$ cat config.mk
export PLATFORM = sky130hd
export DESIGN_NAME = config_stream_loader
export DESIGN_NICKNAME = d
export VERILOG_FILES = /design/src/rtl/config_stream_loader.sv
export SDC_FILE = /design/constraint.sdc
export NUM_CORES = 1
export LEC_CHECK = 0
export ABC_AREA = 1
export CAP_MARGIN = 15
export CORE_UTILIZATION = 58
export CTS_CLUSTER_SIZE = 20
export DETAILED_ROUTE_END_ITERATION = 10
export GPL_TIMING_DRIVEN = 0
export PLACE_DENSITY = 0.94
export SYNTH_ARGS = -nofsm -noshare
export SYNTH_HDL_FRONTEND = slang
export SYNTH_SLANG_ARGS = --single-unit
$ cat constraint.sdc
create_clock -name clk -period 2.4 [get_ports clk]
set_input_delay 0.36 -clock clk [delete_from_list [all_inputs] [get_ports clk]]
set_output_delay 0.36 -clock clk [all_outputs]
set_load 0.05 [all_outputs]
$ cat src/rtl/config_stream_loader.sv
// Purpose: assembles 8-byte host records (addr LSB-first, then data LSB-first) into config bus writes.
// Latency: record on the bus the cycle after its last byte is accepted, held HOLD_CYCLES cycles.
// Backpressure: in_ready drops for the whole write hold and permanently once the terminator is seen.
//
// Ports:
//   clk, reset             - clock, synchronous active-high reset
//   in_data/in_valid/in_ready - host byte stream (valid/ready)
//   config_addr/config_data   - registered config bus driven to all tiles
//   busy                   - record partially assembled or write in progress
//   config_done            - terminator record seen; sticky until reset
//   write_count            - writes issued, saturating
module config_stream_loader #(
    parameter int unsigned HOLD_CYCLES = 1,
    parameter logic [31:0] IDLE_ADDR   = 32'h0000_0000,
    parameter logic [31:0] END_ADDR    = 32'hFFFF_FFFF
) (
    input  logic        clk,
    input  logic        reset,
    input  logic [7:0]  in_data,
    input  logic        in_valid,
    output logic        in_ready,
    output logic [31:0] config_addr,
    output logic [31:0] config_data,
    output logic        busy,
    output logic        config_done,
    output logic [15:0] write_count
);

    typedef enum logic [1:0] {
        LOAD  = 2'd0,
        WRITE = 2'd1,
        DONE  = 2'd2
    } state_t;

    state_t      state;
    state_t      state_nxt;
    logic [2:0]  byte_idx;
    // Bytes shift in from the top, so after seven accepts byte 0 sits in [7:0]
    // and byte 6 in [55:48]; byte 7 is taken straight from in_data.
    logic [55:0] rec_sh;
    logic [3:0]  hold_cnt;

    logic        accept;
    logic        last_byte;
    logic        is_end;
    logic        hold_last;

    // Gated by reset so the host never sees a ready in the reset cycle itself.
    assign in_ready  = (state == LOAD) && !reset;
    assign accept    = in_valid && in_ready;
    assign last_byte = accept && (byte_idx == 3'd7);
    assign is_end    = (rec_sh[31:0] == END_ADDR);
    assign hold_last = (hold_cnt == 4'd0);

    always_ff @(posedge clk) begin
        if (reset) begin
            state <= LOAD;
        end else begin
            state <= state_nxt;
        end
    end

    always_comb begin
        state_nxt   = state;
        busy        = 1'b0;
        config_done = 1'b0;
        case (state)
            LOAD: begin
                busy = (byte_idx != 3'd0);
                if (last_byte) begin
                    state_nxt = is_end ? DONE : WRITE;
                end
            end
            WRITE: begin
                busy = 1'b1;
                if (hold_last) begin
                    state_nxt = LOAD;
                end
            end
            DONE: begin
                config_done = 1'b1;
            end
            default: begin
                state_nxt = LOAD;
            end
        endcase
    end

    always_ff @(posedge clk) begin
        if (reset) begin
            byte_idx    <= 3'd0;
            rec_sh      <= 56'd0;
            hold_cnt    <= 4'd0;
            config_addr <= IDLE_ADDR;
            config_data <= 32'd0;
            write_count <= 16'd0;
        end else begin
            if (accept) begin
                byte_idx <= byte_idx + 3'd1;
                rec_sh   <= {in_data, rec_sh[55:8]};
            end

            // The bus is only touched here and at the end of the hold, so a
            // partially assembled address is never visible to the tiles.
            if (last_byte && !is_end) begin
                config_addr <= rec_sh[31:0];
                config_data <= {in_data, rec_sh[55:32]};
                hold_cnt    <= 4'(HOLD_CYCLES - 1);
            end

            if (state == WRITE) begin
                if (hold_last) begin
                    config_addr <= IDLE_ADDR;
                    config_data <= 32'd0;
                    if (write_count != 16'hFFFF) begin
                        write_count <= write_count + 16'd1;
                    end
                end else begin
                    hold_cnt <= hold_cnt - 4'd1;
                end
            end
        end
    end

endmodule

==> summary.md <==
| Metric | Value |
|---|---|
| Worst-path clk slew | `0.06 ns` |
| Detailed placement HPWL | `10,470 um` |
| Final nets | `965` |
| Pre-antenna DRT Iters | `8` |
| Root Driver | `clkbuf_8` |
| Minimum clock period | `2.269 ns` |
| RSZ-0062 raised after global routing | `false` |
| Clk Latency, worst-skew pair | `0.54 ns` |
| Syn nets | `854` |
| Setup TNS | `0 ns` |
| DIE AREA | `10,900 sq um` |
| Layout cells sized above 1 | `8.212%` |
| Largest net degree at the start of global routing | `17` |
| Power Total | `5441 uW` |
| Drc violations | `0` |
| Maximum clock frequency | `0.4407 GHz` |
| Max IR drop VDD | `0.0004811 V` |
| CTS Buffer Depth | `2` |
| Sequential share of power | `46.3%` |
| Max-Cap Viols | `0` |
| Largest fanout on the critical path | `4` |
| Yosys warning count | `0` |
| Layout area overhead | `27.53%` |
| Placer Congestion | `0.8450` |
| Initial antenna violation count | `0` |
| Num CTS Buffers | `17` |
| Die X | `104.4 um` |
| Setup-failing EPs final | `0` |
| Critical path class | `reg2out` |
| Crit Reg-Reg Startpoint | `rec_sh[12]` |
| Die Ht | `104.4 um` |
| Status | `completed` |
| Crit path from | `state[1]` |
| Pint | `4080 uW` |
| PD cells | `701.1 nW/um^2` |
| Synth cell types | `24` |
| Seq cells post-synth | `145` |
| CORE AREA | `10,230 sq um` |
| Post-Syn Area | `6085 sq um` |
| Gr busiest metal | `met2` |
| Vias in the first global route | `5,771` |
| Mean post-synth cell area | `7.261 sq um` |
| Startpoint Class | `flip-flop` |
| GRT overflow | `0` |
| Slew Viols, Final | `0` |
| Worst Hold Class | `in2reg` |
| Met1 usage | `34.78%` |
| Site Rows | `37` |
| CP arrival | `1.91 ns` |
| I/O pins | `94` |
| Met3 GRT Util | `7.707%` |
| Avg Vias per Cell | `5.598` |
| Post-CTS Setup Inserts | `0` |
| Count of final hold-check violations | `0` |
| Via count | `6,147` |
| Slew @ Worst Pin | `0.5123 ns` |
| Number of port buffers | `92` |
| Initial DRC count | `445` |
| N_diodes | `0` |
| Logic pwr share | `5.5%` |
| WL/cell | `14.63 um` |
| CTS tree | `built` |
| Final antenna-violating net count | `0` |
| Drt total wl | `16,060 um` |
| Clk sinks | `145` |
| Max_slew headroom | `65.74%` |
| Switch Pwr | `1361 uW` |
| GRT Overall Usage | `30.31%` |
| Clock power frac | `48.2%` |
| Final Cycle Share | `94.55%` |
| Post-synthesis cell count | `838` |
| Hold Startpoint | `reset` |
| First-pass GRT wire length | `26,520 um` |
| Initial Util | `59.47%` |
| Layout Skew | `0.01086 ns` |
| Met2 Resource Use GR | `52.65%` |
| Critical Path Sink Type | `primary output` |
| Leakage | `0.002952 uW` |
| Switching Fraction | `25.02%` |
| Critical path required time | `2.04 ns` |
| H-tree depth | `4` |
| Sequential area share after synthesis | `47.71%` |
| Filler cell count | `671` |
## final cells by class
type	count	area (sq um)	area share [%]
tap	136	170.2	2.193
clock buffer	17	414.1	5.337
inverter	81	304.0	3.918
buffer	58	307.8	3.966
clock inverter	15	171.4	2.209
multi-input combinational	554	2570	33.12
timing repair buffer	92	919.6	11.85
sequential	145	2903	37.41
## power by group through the flow
stage | Combinational [uW] | Sequential, uW | Clock, uW
floorplan | 196 | 2560 | 0
detailed placement | 283 | 2570 | 0
global placement | 274 | 2560 | 0
finish | 298 | 2520 | 2620
global route | 327 | 2520 | 2730
CTS | 293 | 2510 | 2620
## registers in the layout, indices dropped and copies added (netlist names)
signal / flops
rec_sh: 56
config_addr: 32
config_data: 32
write_count: 16
hold_cnt: 4
byte_idx: 3
state: 2
## synth_stat cells (all sizes together)
master / number / area [sq um]
nand2: 149 / 559.3
dfxtp: 145 / 2903
a21oi: 139 / 695.7
nor2: 109 / 424.2
inv: 81 / 304.0
nand3: 68 / 340.3
o21ai: 61 / 305.3
buf: 39 / 236.5
clkbuf: 19 / 71.32
nand3b: 9 / 67.56
xor2: 6 / 52.55
ha: 5 / 62.56
nand4: 4 / 25.02
a31oi: 1 / 6.260
nor3: 1 / 16.27
or2: 1 / 6.260
xnor2: 1 / 8.760
## layout by cell type (no fill, tap or decap), types with 12 or more instances in the layout
master,Yosys,routed
nand2_1,149,149
dfxtp_1,145,145
a21oi_1,139,139
nor2_1,105,105
clkdlybuf4s50_1,0,91
inv_1,77,77
nand3_1,68,68
o21ai_0,60,60
buf_2,24,24
clkbuf_1,19,19
clkbuf_16,0,16
buf_4,12,12
## path summary, 6_finish.rpt
path                     end  slack, ns  cells past startpoint
min reg2reg       rec_sh[51]       0.48                      2
min                 state[0]        0.1                      2
max reg2reg  config_addr[11]       0.53                      9
max                 in_ready       0.13                      2
## critical path, stage by stage (launching register included)
cell and delay (ns):
dfxtp_1 0.36, nor3_4 0.19, clkdlybuf4s50_1 0.82
## per-layer routing
layer	vias up	wire, um
met4	0	607
met2	299	7902
met5	-	0
met3	64	1194
li1	2935	-
met1	2849	6357
## logic make-up after synthesis
family | after synthesis | synth area share [%]
AO/OA/AOI/OAI | 201 | 16.55
XOR/XNOR | 7 | 1.008
adder cells (fa/ha/maj) | 5 | 1.028
buffers and inverters | 139 | 10.06
flip-flops | 145 | 47.71
AND/OR/NAND/NOR | 341 | 23.65
## timing repair
item                       CTS  global route
gates resized for setup      1             0
setup endpoints to repair    1             0
hold buffers                 0             0
## through the flow
stage	cells	worst slack [ns]	util (%)	hold WS, ns	instance area [sq um]
finish	1098	0.1307	75.85	0.09952	7760
global route	1098	0.05289	75.85	0.1018	7760
detailed placement	1066	0.4402	70.14	0.4575	7176
global placement	1066	0.4418	70.14	0.4426	7176
CTS	1098	0.1158	75.85	0.08674	7760
floorplan	838	0.5380	-	0.4264	6085
(Power assumes the default switching activity.)
